[src/rtl/ppa_pkg.sv]
// Shared parallel-prefix definitions for the Brent-Kung adder/subtractor family.
package ppa_pkg;

    localparam int unsigned WIDTH = 8;

    // Generate/propagate pair carried through the prefix tree.
    typedef struct packed {
        logic g;
        logic p;
    } gp_t;

    // Prefix operator: hi spans the more significant bits, lo the less significant ones.
    function automatic gp_t gp_combine(input gp_t hi, input gp_t lo);
        gp_t r;
        r.g = hi.g | (hi.p & lo.g);
        r.p = hi.p & lo.p;
        return r;
    endfunction

endpackage

[src/rtl/bk_prefix_cell.sv]
// Black/grey prefix cell; grey cells (GEN_P = 0) tie pout low.
module bk_prefix_cell
    import ppa_pkg::*;
#(
    parameter bit GEN_P = 1'b1
) (
    input  logic gh,
    input  logic ph,
    input  logic gl,
    input  logic pl,
    output logic gout,
    output logic pout
);

    gp_t hi;
    gp_t lo;
    gp_t res;

    // One level of the prefix operator.
    always_comb begin
        hi   = '{g: gh, p: ph};
        lo   = '{g: gl, p: pl};
        res  = gp_combine(hi, lo);
        gout = res.g;
        pout = GEN_P ? res.p : 1'b0;
    end

endmodule

[src/rtl/bk_sub_pipe.sv]
// Two-stage pipelined 8-bit Brent-Kung subtractor (a - b - bin) on a valid/ready stream.
module bk_sub_pipe #(
    parameter int unsigned WIDTH = ppa_pkg::WIDTH
) (
    input  logic             clk,
    input  logic             rst,
    input  logic             in_valid,
    output logic             in_ready,
    input  logic [WIDTH-1:0] a,
    input  logic [WIDTH-1:0] b,
    input  logic             bin,
    output logic             out_valid,
    input  logic             out_ready,
    output logic [WIDTH-1:0] diff,
    output logic             bout,
    output logic             ovf
);

    import ppa_pkg::*;

    // Position 0 is the injected carry-in (g = ~bin, p = 0); position k holds operand bit k-1.
    gp_t [WIDTH:0]    leaf;
    logic [WIDTH-1:0] p_raw;

    // Pre-processing: a + ~b + ~bin.
    always_comb begin
        leaf[0] = '{g: ~bin, p: 1'b0};
        for (int i = 0; i < int'(WIDTH); i++) begin
            leaf[i+1] = '{g: a[i] & ~b[i], p: a[i] ^ ~b[i]};
            p_raw[i]  = a[i] ^ ~b[i];
        end
    end

    // ---------------- Up-sweep (stage 1) ----------------
    logic n1_1_g, n1_3_g, n1_3_p, n1_5_g, n1_5_p, n1_7_g, n1_7_p;
    logic n2_3_g, n2_7_g, n2_7_p, n3_7_g;
    logic unused_p1_1, unused_p2_3, unused_p3_7;

    // Row 1: span 2. Any group reaching position 0 has p = 0, hence grey.
    bk_prefix_cell #(.GEN_P(1'b0)) u_r1_1 (
        .gh(leaf[1].g), .ph(leaf[1].p), .gl(leaf[0].g), .pl(leaf[0].p),
        .gout(n1_1_g), .pout(unused_p1_1)
    );
    bk_prefix_cell #(.GEN_P(1'b1)) u_r1_3 (
        .gh(leaf[3].g), .ph(leaf[3].p), .gl(leaf[2].g), .pl(leaf[2].p),
        .gout(n1_3_g), .pout(n1_3_p)
    );
    bk_prefix_cell #(.GEN_P(1'b1)) u_r1_5 (
        .gh(leaf[5].g), .ph(leaf[5].p), .gl(leaf[4].g), .pl(leaf[4].p),
        .gout(n1_5_g), .pout(n1_5_p)
    );
    bk_prefix_cell #(.GEN_P(1'b1)) u_r1_7 (
        .gh(leaf[7].g), .ph(leaf[7].p), .gl(leaf[6].g), .pl(leaf[6].p),
        .gout(n1_7_g), .pout(n1_7_p)
    );

    // Row 2: span 4.
    bk_prefix_cell #(.GEN_P(1'b0)) u_r2_3 (
        .gh(n1_3_g), .ph(n1_3_p), .gl(n1_1_g), .pl(1'b0),
        .gout(n2_3_g), .pout(unused_p2_3)
    );
    bk_prefix_cell #(.GEN_P(1'b1)) u_r2_7 (
        .gh(n1_7_g), .ph(n1_7_p), .gl(n1_5_g), .pl(n1_5_p),
        .gout(n2_7_g), .pout(n2_7_p)
    );

    // Row 3: span 8.
    bk_prefix_cell #(.GEN_P(1'b0)) u_r3_7 (
        .gh(n2_7_g), .ph(n2_7_p), .gl(n2_3_g), .pl(1'b0),
        .gout(n3_7_g), .pout(unused_p3_7)
    );

    // Group generates after the up-sweep, indexed by tree position.
    logic [WIDTH:0] up_g;
    assign up_g = {leaf[8].g, n3_7_g, leaf[6].g, n1_5_g, leaf[4].g,
                   n2_3_g, leaf[2].g, n1_1_g, leaf[0].g};

    // ---------------- Handshake ----------------
    logic s1_v;
    logic s2_v;
    logic s1_load;
    logic adv2;

    assign adv2      = s1_v & (~s2_v | out_ready);
    assign in_ready  = rst | ~s1_v | adv2;
    assign s1_load   = in_valid & in_ready & ~rst;
    assign out_valid = s2_v;

    // Valid bits: the only reset state in the pipeline.
    always_ff @(posedge clk) begin
        if (rst) begin
            s1_v <= 1'b0;
            s2_v <= 1'b0;
        end else begin
            if (s1_load)
                s1_v <= 1'b1;
            else if (adv2)
                s1_v <= 1'b0;
            if (adv2)
                s2_v <= 1'b1;
            else if (out_ready)
                s2_v <= 1'b0;
        end
    end

    // ---------------- Stage 1 register bank ----------------
    logic [WIDTH:0]   s1_g;
    logic             s1_p5;
    logic [WIDTH-1:0] s1_p;
    logic             s1_a7;
    logic             s1_b7;

    // Capture up-sweep results and the raw propagates on acceptance.
    always_ff @(posedge clk) begin
        if (s1_load) begin
            s1_g  <= up_g;
            s1_p5 <= n1_5_p;
            s1_p  <= p_raw;
            s1_a7 <= a[WIDTH-1];
            s1_b7 <= b[WIDTH-1];
        end
    end

    // ---------------- Down-sweep (stage 2) ----------------
    logic d4_5_g, d4_8_g, d5_2_g, d5_4_g, d5_6_g;
    logic unused_p4_5, unused_p4_8, unused_p5_2, unused_p5_4, unused_p5_6;

    // Row 4: prefix into position 5 and the final carry-out.
    bk_prefix_cell #(.GEN_P(1'b0)) u_r4_5 (
        .gh(s1_g[5]), .ph(s1_p5), .gl(s1_g[3]), .pl(1'b0),
        .gout(d4_5_g), .pout(unused_p4_5)
    );
    bk_prefix_cell #(.GEN_P(1'b0)) u_r4_8 (
        .gh(s1_g[8]), .ph(s1_p[7]), .gl(s1_g[7]), .pl(1'b0),
        .gout(d4_8_g), .pout(unused_p4_8)
    );

    // Row 5: fill in the remaining even positions.
    bk_prefix_cell #(.GEN_P(1'b0)) u_r5_2 (
        .gh(s1_g[2]), .ph(s1_p[1]), .gl(s1_g[1]), .pl(1'b0),
        .gout(d5_2_g), .pout(unused_p5_2)
    );
    bk_prefix_cell #(.GEN_P(1'b0)) u_r5_4 (
        .gh(s1_g[4]), .ph(s1_p[3]), .gl(s1_g[3]), .pl(1'b0),
        .gout(d5_4_g), .pout(unused_p5_4)
    );
    bk_prefix_cell #(.GEN_P(1'b0)) u_r5_6 (
        .gh(s1_g[6]), .ph(s1_p[5]), .gl(d4_5_g), .pl(1'b0),
        .gout(d5_6_g), .pout(unused_p5_6)
    );

    // Carry into bit i is the prefix generate ending at position i.
    logic [WIDTH-1:0] carry;
    logic [WIDTH-1:0] diff_c;
    logic             ovf_c;

    // Post-processing: sum bits and signed overflow.
    always_comb begin
        carry  = {s1_g[7], d5_6_g, d4_5_g, d5_4_g, s1_g[3], d5_2_g, s1_g[1], s1_g[0]};
        diff_c = s1_p ^ carry;
        ovf_c  = (s1_a7 ^ s1_b7) & (s1_a7 ^ diff_c[WIDTH-1]);
    end

    // ---------------- Stage 2 register bank ----------------
    // Result registers move only when S2 advances, so they hold under backpressure.
    always_ff @(posedge clk) begin
        if (adv2) begin
            diff <= diff_c;
            bout <= ~d4_8_g;
            ovf  <= ovf_c;
        end
    end

endmodule
[config.mk]
export PLATFORM = sky130hd
export DESIGN_NAME = bk_sub_pipe
export DESIGN_NICKNAME = d
export VERILOG_FILES = /design/src/rtl/ppa_pkg.sv /design/src/rtl/bk_prefix_cell.sv /design/src/rtl/bk_sub_pipe.sv
export SDC_FILE = /design/constraint.sdc
export NUM_CORES = 1
export LEC_CHECK = 0
export ABC_AREA = 1
export BUFFER_PORTS_ARGS = -buffer_cell sky130_fd_sc_hd__buf_2
export CORE_ASPECT_RATIO = 0.7
export CORE_MARGIN = 1.5
export CORE_UTILIZATION = 47
export DETAILED_ROUTE_END_ITERATION = 12
export GPL_TIMING_DRIVEN = 0
export PLACE_DENSITY_LB_ADDON = 0.2
export REMOVE_ABC_BUFFERS = 1
export SYNTH_ARGS = -nofsm -noshare
export SYNTH_HDL_FRONTEND = slang
export SYNTH_HIERARCHICAL = 1
export SYNTH_SLANG_ARGS = --single-unit
[constraint.sdc]
create_clock -name clk -period 2.4 [get_ports clk]
set_input_delay 0.72 -clock clk [delete_from_list [all_inputs] [get_ports clk]]
set_output_delay 0.72 -clock clk [all_outputs]
set_load 0.05 [all_outputs]
---- Yosys cells after proc, flatten, opt, wreduce, memory -nomap -nowiden ----
Index checks and enable logic that the tools add are counted.
cells by class
  add/subtract/negate cells ............... 0
  $mul .................................... 0
  divide/modulo/power cells ............... 0
  order comparisons ....................... 0
  equality and inequality tests ........... 0
  shifts and indexed selects .............. 0
  mux-type cells .......................... 4
  bitwise operators ....................... 67
  reductions and logical operators ........ 2
operators by type and width
  kind                number
  1-bit AND           28
  1-bit bitwise OR    15
  1-bit NOT           13
  1-bit XOR           10
  8-bit XOR           1
  1-bit two-way mux   4
  2-bit nonzero test  2
storage, ports and cells
  register bits after elaboration ......... 32
  bits in latches ......................... 0
  bits in writable memories ............... 0
  ROM bits ................................ 0
  input port bits ......................... 21
  memories kept ........................... 0

---- Depth between registers and ports, before layout ----
  depth in word-level cells ............... 8
  mapped depth ............................ 8

---- By module ----
The synthesis kept the hierarchy.
modules (own cells, without submodules)
  module                        instances  cells each  area an instance (um^2)  sequential area each (um^2)
  bk_sub_pipe                   1          84          1,260.0                  940.9
  bk_prefix_cell at u_r1_1 ...  8          5           22.5                     0.0
  bk_prefix_cell at u_r1_3 ...  4          5           18.8                     0.0

---- Least setup slack after synthesis ----
Ideal clock, no wire load.
  path type ............................... input to register
  start ................................... input rst
  end ..................................... register s1_a7, enable pin
  data arrival time ....................... 1,840 ps
  setup slack ............................. 156 ps
  stages on the path ...................... 3
  path buffers ............................ 0
  path through ............................ inv_1 -> nand2_1 -> a21oi_1
between the ends
  longest elaborated chain between the ends .. 4
  elaborated cells on any way between the ends .. 5
ends and longest elaborated chain
  what                            line                RTL
  start: declaration              bk_sub_pipe.sv:6    input logic rst,
  1-bit bitwise OR (2 in series)  bk_sub_pipe.sv:85   assign in_ready = rst | ~s1_v | adv2;
  1-bit AND                       bk_sub_pipe.sv:86   assign s1_load = in_valid & in_ready & ~rst;
  1-bit AND *                     bk_sub_pipe.sv:86
  net s1_load                     bk_sub_pipe.sv:81   logic s1_load;
  end signal: assignment          bk_sub_pipe.sv:119  s1_a7 <= a[WIDTH-1];
  end: declaration                bk_sub_pipe.sv:110  logic s1_a7;
Mark *: on every way through the listed nets, which the timed path passes. The rest lies on a longest branch.
A chain may end at the register's enable or synchronous reset.

---- Worst setup path after layout ----
  start ................................... input rst
  end ..................................... output in_ready
between the ends
  longest elaborated chain between the ends .. 2
ends and longest elaborated chain
  what                            line               RTL
  1-bit bitwise OR (2 in series)  bk_sub_pipe.sv:85
  end: declaration                bk_sub_pipe.sv:8   output logic in_ready,
Every way passes these cells.

==> metrics.md <==
| Metric | Value |
|---|---|
| Place WS | `~0.36 ns` |
| Number of warning messages in the yosys log | `6` |
| Sum Neg Setup Slack | `0 ns` |
| Static power due to leakage | `0.851 nW` |
| Synth Cell Area | `1420 um2` |
| DP Wirelength | `between 1 and 1.5 mm` |
| Maximum count of clock buffers along a single path | `2` |
| Worst slew margin relative to its limit | `40.6%` |
| Share of the core filled with cells in the final layout | `around 60%` |
| Maximum number of pins on one net before global-route repair | `15` |
| Total of hold buffers inserted after clock tree synthesis | `0` |
| Total I/O pin count | `33` |
| Critical path required time | `approximately 1.7 ns` |
| Total power divided by cell area | `slightly below 700 nW/um2` |
| Total Routed Length | `roughly 1.9 mm` |
| Overall die width | `approximately 70 um` |
| Most common cell after layout, fill and taps aside | `nand2_1` |
| Die Height | `49.0 um` |
| Critical Path Start Type | `input pin` |
| Final weighted congestion in routability-driven placement | `just over 0.7` |
| Resize count post-CTS | `0` |
| Overall global routing resource usage | `a little over an eighth` |
| Routed wire length per instance | `approximately 9.4 um` |
| Worst vdd ir | `about 250 uV` |
| Number of antenna violations at the first check in global routing | `0` |
| Area of the multi-input gates | `roughly 360 um2` |
| DRT antenna net count | `0` |
| Commonest cells after routing, fill and taps aside | `nand2_1, inv_1, buf_2` |
| Highest clock frequency the design can meet | `just under 500 MHz` |
| Min-Delay Path Class | `reg2reg` |
| Critical path peak fanout | `3` |
| Sink Count | `32` |
| Filler Cell Count | `236` |
| Final Hold Fails | `0` |
| Top layer used by detailed routing | `met4` |
| Setup repair after global routing missed its margin | `no` |
| Detailed router's first-iteration violation count | `73` |
| Class of the most critical setup path | `in2out` |
| Worst setup EP type | `output pin` |
| Core region area | `about 2800 um2` |
| Area of the die | `3370 um2` |
| Number of diodes added for antenna fixing | `0` |
| PnR worst setup slack | `between 0.3 and 0.4 ns` |
| Summed area of non-filler cells in the final layout | `roughly 1700 um2` |
| Final nets | `just under 200` |
| Crit share post-route | `roughly 85%` |
| Share of final-layout standard cells stronger than drive strength 1 | `roughly 26%` |
| Worst hold margin | `approximately 0.47 ns` |
| Synthesized instance count | `~130` |
| DRC violation count after routing | `0` |
| MaxCap Viol Count | `0` |
| Actual transition at the worst max-transition pin | `roughly 0.89 ns` |
| Post-route minimum period | `just over 2 ns` |
| Vias after detailed routing | `880` |
| Met3 wire length | `around 160 um` |
| Post-synthesis average cell area | `about 11 um2` |
| Final count of negative-setup-slack endpoints | `0` |
| Effective utilization at floorplan | `~50%` |
| First-pass GRT wire length | `approximately 3.1 mm` |
| Arrival time at the worst endpoint | `1.31 ns` |
| Clk slew on worst S/H paths | `0.06 ns` |
| Slew Viols, Final | `0` |
| Overflow left after global routing | `0` |
| Metal-1 WL | `857 um` |
| Number of buffers created by CTS | `5` |
| Clock tree from TritonCTS | `built` |
| H-tree depth | `2` |
| Buffers on Ports | `32` |
| Clock tree skew after final layout | `about 0.0037 ns` |
| Vias per inst | `~4.3` |
| Standard-cell row count | `16` |
| Clock insertion delay at the later pin of the skew report | `0.27 ns` |
| DRT Pass-1 Iters | `4` |
| Run status | `completed` |
| Number of buffers inserted by post-CTS setup repair | `0` |
| Clock Tree Root | `clkbuf_8` |
| Met2 wire len | `876 um` |
| Reg area | `941 um2` |
| Number of global-route vias before repair | `about 800` |
| Area post-placement | `between 1500 and 2000 um2` |
| Area growth syn-to-layout | `21.1%` |
-- report_power, final --
group	internal [mW]	switching, mW
Combinational	0.0494	0.0984
Clock	0.191	0.174
Sequential	0.652	0.0110
-- through the flow --
stage / cells / total power, mW
2_1_floorplan: 127 / 0.777
3_3_place_gp: 195 / 0.817
3_5_place_dp: 196 / 0.824
4_1_cts: 203 / 1.19
5_1_grt: 203 / 1.22
6_report: 203 / 1.18
-- sequential cells by signal, summed over array words and instances (netlist names) --
name,count
s1_p,8
s1_p5,1
bout,1
diff,8
s1_v,1
s1_b7,1
s1_a7,1
ovf,1
out_valid,1
s1_g,9
-- final cells by class --
type                            count  share of cell area [%]
Multi-Input combinational cell     62                    20.9
Timing Repair Buffer               33                    10.2
Sequential cell                    32                    54.7
Clock inverter                      2                   0.436
Clock buffer                        5                    4.00
Tap cell                           36                    2.62
Inverter                           33                    7.19
-- per-layer routing --
metal	global-route usage, %	vias up
met4	8.82	0
li1	-	471
met5	0	-
met3	5.08	2
met2	20.2	33
met1	15.5	374
-- worst max-delay path, stage by stage --
cell and delay, ns:
buf_2 0.12, nor2_2 0.17, nand2_2 0.09, buf_2 0.21
-- final timing paths --
| check | from | cells past startpoint | endpoint | slack [ns] |
|---|---|---|---|---|
| worst max-delay path | rst | 4 | in_ready | 0.37 |
| worst max register to register | out_valid$_SDFFE_PP0P_ | 3 | diff[3]$_DFFE_PP_ | 0.92 |
| worst min-delay path | s1_v$_SDFFE_PP0P_ | 2 | out_valid$_SDFFE_PP0P_ | 0.47 |
| worst min register to register | s1_v$_SDFFE_PP0P_ | 2 | out_valid$_SDFFE_PP0P_ | 0.47 |
Note: power is estimated with default switching activity, not from simulation.
